<file path="src/rtl/spc_call_ctrl.sv">
// Call/return sequencer for the special register file: pushes or pops LR through
// one data-memory port, then writes SP/LR/PC together in a single UPDATE cycle.
module spc_call_ctrl #(
    parameter logic [31:0] STACK_BASE  = 32'h0000_1000,
    parameter logic [31:0] STACK_LIMIT = 32'h0000_0800,
    parameter int unsigned MEM_TIMEOUT = 255
) (
    input  logic        clk,
    input  logic        reset,
    input  logic        call_req,
    input  logic        ret_req,
    input  logic [31:0] target_addr,
    input  logic [31:0] re_sp,
    input  logic [31:0] re_lr,
    input  logic [31:0] re_pc,
    output logic        wr_sp,
    output logic [31:0] wr_sp_data,
    output logic        wr_lr,
    output logic [31:0] wr_lr_data,
    output logic        wr_pc,
    output logic [31:0] wr_pc_data,
    output logic        mem_req,
    output logic        mem_we,
    output logic [31:0] mem_addr,
    output logic [31:0] mem_wdata,
    input  logic [31:0] mem_rdata,
    input  logic        mem_ack,
    output logic        busy,
    output logic        done,
    output logic        err
);

    typedef enum logic [2:0] {
        S_IDLE      = 3'd0,
        S_CALL_PUSH = 3'd1,
        S_RET_POP   = 3'd2,
        S_UPDATE    = 3'd3,
        S_DONE      = 3'd4
    } state_t;

    localparam logic [7:0] TIMEOUT_CNT = 8'(MEM_TIMEOUT);

    state_t      state_q, state_d;
    logic [7:0]  cnt_q, cnt_d;
    logic [31:0] sp_q, sp_d;
    logic [31:0] lr_q, lr_d;
    logic [31:0] pc_q, pc_d;
    logic [31:0] tgt_q, tgt_d;
    logic [31:0] pop_q, pop_d;
    logic        is_call_q, is_call_d;
    logic        err_q, err_d;

    logic [31:0] re_sp_m4;
    logic [31:0] sp_m4;
    logic [7:0]  cnt_inc;

    assign re_sp_m4 = re_sp - 32'd4;
    assign sp_m4    = sp_q - 32'd4;
    assign cnt_inc  = cnt_q + 8'd1;

    always_ff @(posedge clk or posedge reset) begin
        if (reset) begin
            state_q   <= S_IDLE;
            cnt_q     <= 8'd0;
            sp_q      <= 32'd0;
            lr_q      <= 32'd0;
            pc_q      <= 32'd0;
            tgt_q     <= 32'd0;
            pop_q     <= 32'd0;
            is_call_q <= 1'b0;
            err_q     <= 1'b0;
        end else begin
            state_q   <= state_d;
            cnt_q     <= cnt_d;
            sp_q      <= sp_d;
            lr_q      <= lr_d;
            pc_q      <= pc_d;
            tgt_q     <= tgt_d;
            pop_q     <= pop_d;
            is_call_q <= is_call_d;
            err_q     <= err_d;
        end
    end

    always_comb begin
        state_d   = state_q;
        cnt_d     = cnt_q;
        sp_d      = sp_q;
        lr_d      = lr_q;
        pc_d      = pc_q;
        tgt_d     = tgt_q;
        pop_d     = pop_q;
        is_call_d = is_call_q;
        err_d     = err_q;

        case (state_q)
            S_IDLE: begin
                cnt_d = 8'd0;
                // call wins; a simultaneous return request is simply not seen
                if (call_req) begin
                    sp_d      = re_sp;
                    lr_d      = re_lr;
                    pc_d      = re_pc;
                    tgt_d     = target_addr;
                    is_call_d = 1'b1;
                    if (target_addr[1:0] != 2'b00 || re_sp < 32'd4 || re_sp_m4 < STACK_LIMIT) begin
                        state_d = S_DONE;
                        err_d   = 1'b1;
                    end else begin
                        state_d = S_CALL_PUSH;
                        err_d   = 1'b0;
                    end
                end else if (ret_req) begin
                    sp_d      = re_sp;
                    lr_d      = re_lr;
                    pc_d      = re_pc;
                    tgt_d     = target_addr;
                    is_call_d = 1'b0;
                    if (re_sp >= STACK_BASE) begin
                        state_d = S_DONE;
                        err_d   = 1'b1;
                    end else begin
                        state_d = S_RET_POP;
                        err_d   = 1'b0;
                    end
                end
            end
            S_CALL_PUSH, S_RET_POP: begin
                // an ack in the expiry cycle still counts as success
                if (mem_ack) begin
                    if (state_q == S_RET_POP) begin
                        pop_d = mem_rdata;
                    end
                    state_d = S_UPDATE;
                    cnt_d   = 8'd0;
                end else if (cnt_inc == TIMEOUT_CNT) begin
                    state_d = S_DONE;
                    err_d   = 1'b1;
                    cnt_d   = 8'd0;
                end else begin
                    cnt_d = cnt_inc;
                end
            end
            S_UPDATE: begin
                state_d = S_DONE;
            end
            S_DONE: begin
                state_d = S_IDLE;
                err_d   = 1'b0;
            end
            default: begin
                state_d = S_IDLE;
            end
        endcase
    end

    always_comb begin
        wr_sp      = 1'b0;
        wr_sp_data = 32'd0;
        wr_lr      = 1'b0;
        wr_lr_data = 32'd0;
        wr_pc      = 1'b0;
        wr_pc_data = 32'd0;
        mem_req    = 1'b0;
        mem_we     = 1'b0;
        mem_addr   = 32'd0;
        mem_wdata  = 32'd0;
        busy       = (state_q != S_IDLE);
        done       = 1'b0;
        err        = 1'b0;

        case (state_q)
            S_CALL_PUSH: begin
                mem_req   = 1'b1;
                mem_we    = 1'b1;
                mem_addr  = sp_m4;
                mem_wdata = lr_q;
            end
            S_RET_POP: begin
                mem_req  = 1'b1;
                mem_addr = sp_q;
            end
            S_UPDATE: begin
                wr_sp = 1'b1;
                wr_lr = 1'b1;
                wr_pc = 1'b1;
                if (is_call_q) begin
                    wr_sp_data = sp_m4;
                    wr_lr_data = pc_q + 32'd4;
                    wr_pc_data = tgt_q;
                end else begin
                    wr_sp_data = sp_q + 32'd4;
                    wr_lr_data = pop_q;
                    wr_pc_data = lr_q;
                end
            end
            S_DONE: begin
                done = 1'b1;
                err  = err_q;
            end
            default: begin
            end
        endcase
    end

endmodule

</file>
<file path="config.mk">
export PLATFORM = sky130hd
export DESIGN_NAME = spc_call_ctrl
export DESIGN_NICKNAME = d
export VERILOG_FILES = /design/src/rtl/spc_call_ctrl.sv
export SDC_FILE = /design/constraint.sdc
export NUM_CORES = 1
export LEC_CHECK = 0
export BUFFER_PORTS_ARGS = -buffer_cell sky130_fd_sc_hd__buf_2
export CORE_MARGIN = 2
export CORE_UTILIZATION = 52
export CTS_CLUSTER_SIZE = 20
export DETAILED_ROUTE_END_ITERATION = 12
export GPL_ROUTABILITY_DRIVEN = 0
export PLACE_DENSITY = 0.81
export RECOVER_POWER = 25
export SYNTH_ARGS = -nofsm -noshare
export SYNTH_HDL_FRONTEND = slang
export SYNTH_SLANG_ARGS = --single-unit
</file>
<file path="constraint.sdc">
create_clock -name clk -period 7.85 [get_ports clk]
set_input_delay 1.57 -clock clk [delete_from_list [all_inputs] [get_ports clk]]
set_output_delay 1.57 -clock clk [all_outputs]
set_load 0.02 [all_outputs]
</file>
==> impl_metrics.py <==
metrics = {
    "outcome": {
        "status": "finished with violations",
        "violations": "capacitance limit, slew limit",
    },
    "synthesis": {
        "seq_area_frac_synth": 0.413,
        "synth_top_area_frac": 0.413,
        "synthTopCellsByArea": "dfrtp_1 (41%), nand2_1 (15%), o21ai_0 (4.3%)",
        "async_flop_share": 1.00,
        "syn_nets": 1498,
        "synth_edf_count": 0,
        "yosysTopAreaCell": "dfrtp_1",
        "synth-seq-cells": 173,
        "syn_area_mm2": 0.0105,
        "netlist_instances": 1328,
        "synth.distinct_cells": 62,
        "synth_warnings": 0,
        "synth_area_per_cell_um2": 7.90,
        "ys.flop_type": "dfrtp_1",
    },
    "floorplanning": {
        "pin_count": 333,
        "fp.dieW_um": 146,
        "core_area_mm2": 0.0197,
        "die_area_mm2": 0.0213,
        "die-height_um": 146,
        "initial_utilization": 0.533,
        "fp-row-count": 51,
    },
    "detailed_routing": {
        "drc": 0,
        "dr.pass1.iters": 8,
        "num_vias": 10500,
        "avgViaCountPerCell": 5.65,
        "drt_iter0_drc": 923,
        "drt_wl_total_um": 32800,
        "routedWlPerCell_um": 17.6,
        "ant_nets": 0,
    },
    "layout": {
        "area_delta_synth_final_pct": 21.6,
        "multi_input_area_mm2": 0.00564,
        "seq_area_mm2": 0.00433,
        "layout-drive-gt1-share": 0.262,
        "fillers": 1709,
        "final_common_cell": "nand2_1",
        "final_nets": 1754,
        "final_cell_mix": "nand2_1 (412), buf_2 (330), dfrtp_1 (172)",
        "final_util": 0.649,
    },
    "pwr": {
        "p_per_area_mw_per_mm2": 339,
        "p_leak_nw": 6.53,
        "vdd_drop_max_v": 0.000163,
    },
    "grt": {
        "grt_pass1_wl_um": 52300,
        "antenna_found_initial": 2,
        "grt_usage": 0.303,
        "overflow": 0,
        "grt_start_max_net_pins": 101,
        "grt_pass1_vias": 10100,
    },
    "sta": {
        "timing.fmax_mhz": 183,
        "holdWs_ns": 0.475,
        "hold_viol_final": 0,
        "drv_slew": 171,
        "tightestPinTransition_ns": 2.85,
        "rsz0062_at_grt": "false",
        "fin_tns_setup_ns": 0,
        "skew_ns": 0.0129,
        "fin_crit_ns": 5.45,
        "finalSetupViolCount": 0,
        "maxSlewHeadroom": -0.900,
        "fin_crit_sh": 0.695,
    },
    "critical_path": {
        "worstSetupPathType": "primary input to asynchronous set/reset pin",
        "crit_fanout": 62,
        "worstPathArrival_ns": 5.36,
        "endpoint_kind": "asynchronous set/reset pin",
        "crit_path_start_kind": "primary input",
        "critPathRequiredTime_ns": 7.76,
    },
    "clock_network": {
        "cts_tree": "yes",
        "clkLatencyLatePin_ns": 0.43,
        "cts_buffer_depth": 2,
        "path_clk_slew_ns": 0.06,
        "cts_max_level": 4,
        "cts.sink_count": 173,
        "cts-root-buf": "clkbuf_16",
        "ctsResizeCount": 0,
        "cts_setup_buffers": 0,
        "cts_buffers": 17,
        "cts.hold.buffers_added": 0,
    },
    "run": {
        "drv_cap": 4,
    },
    "place": {
        "dpl.hpwl_um": 23100,
        "portBuffers": 332,
    },
    "worst_hold_path": {
        "hold_class": "flop to flop",
    },
}
==> cell usage after synthesis, drive strengths merged (3+ instances only) <==
cell,n
a211oi,10
a21o,7
a21oi,45
a22oi,4
a31oi,6
a32oi,4
and2,45
and3,12
and4,8
buf,25
clkbuf,80
dfrtp,173
ha,5
inv,21
mux2,32
mux2i,38
nand2,412
nand2b,5
nand3,32
nand4,22
nor2,95
nor2b,5
nor3,14
nor3b,7
nor4,28
o211ai,4
o21ai,90
o22ai,3
o311ai,4
o31ai,6
o32ai,3
o41ai,4
or3,5
or4,6
xnor2,29
xor2,20
==> routing by layer <==
metal | vias up | global-route usage | part of all wire
li1 | 4999 | - | -
met1 | 4903 | 0.381 | 0.39
met2 | 559 | 0.500 | 0.48
met3 | 79 | 0.0759 | 0.094
met4 | 0 | 0.128 | 0.037
met5 | - | 0 | 0
==> logic make-up (layout without fill, tap and decap cells) <==
logic type	after synthesis	count (layout)	synth area share
AND/OR/NAND/NOR	706	706	0.307
AO/OA/AOI/OAI	199	199	0.112
flip-flops	173	173	0.413
buffers and inverters	126	395	0.0506
multiplexers	70	70	0.0706
XOR/XNOR	49	49	0.0409
adder cells (fa/ha/maj)	5	5	0.00597
other	0	2	0
==> flip-flops by register name (all words and copies together) (netlist names) <==
| signal | count |
|---|---|
| cnt_q | 8 |
| lr_q | 32 |
| pop_q | 32 |
| is_call_q | 1 |
| state_q | 3 |
| sp_q | 32 |
| err_q | 1 |
| pc_q | 32 |
| tgt_q | 32 |
==> through the flow <==
stage	area, µm²	power [mW]	instances	setup WS, ns
floorplan	10500	2.93	1328	1.59
global placement	12100	3.32	1830	3.38
detailed placement	12100	3.39	1830	3.35
CTS	12800	4.31	1862	2.88
global route	12800	4.62	1864	1.46
finish	12800	4.32	1864	2.40
==> power breakdown <==
group / internal [mW] / switching [mW]
Sequential: 1.29 / 0.500
Clock: 0.523 / 0.389
Combinational: 0.608 / 1.01
Total: 2.42 / 1.90
==> final cells by class <==
type | instances | share of cell area
antenna | 2 | 0.000393
clock buffer | 18 | 0.0344
clock inverter | 14 | 0.0155
inverter | 21 | 0.00628
multi-input combinational | 1029 | 0.442
sequential | 173 | 0.340
tap | 265 | 0.0260
timing repair buffer | 342 | 0.135
==> worst max-delay path: stages <==
cell	delay, ns
buf_2	0.10
clkinvlp_2	1.50
clkbuf_1	2.13
==> worst paths after layout <==
check / slack, ns / depth (start not counted) / startpoint / endpoint
max: 2.40 / 3 / reset / sp_q[15]$_DFFE_PP0P_
min: 0.48 / 2 / tgt_q[2]$_DFFE_PP0P_ / tgt_q[2]$_DFFE_PP0P_
max reg2reg: 4.54 / 4 / state_q[1]$_DFFE_PP0P_ / state_q[1]$_DFFE_PP0P_
min reg2reg: 0.48 / 2 / tgt_q[2]$_DFFE_PP0P_ / tgt_q[2]$_DFFE_PP0P_
max in group clk: 2.75 / 6 / state_q[1]$_DFFE_PP0P_ / mem_addr[27]
min in group asynchronous: 1.88 / 2 / reset / lr_q[26]$_DFFE_PP0P_
Note: power is estimated with default switching activity, not from simulation.
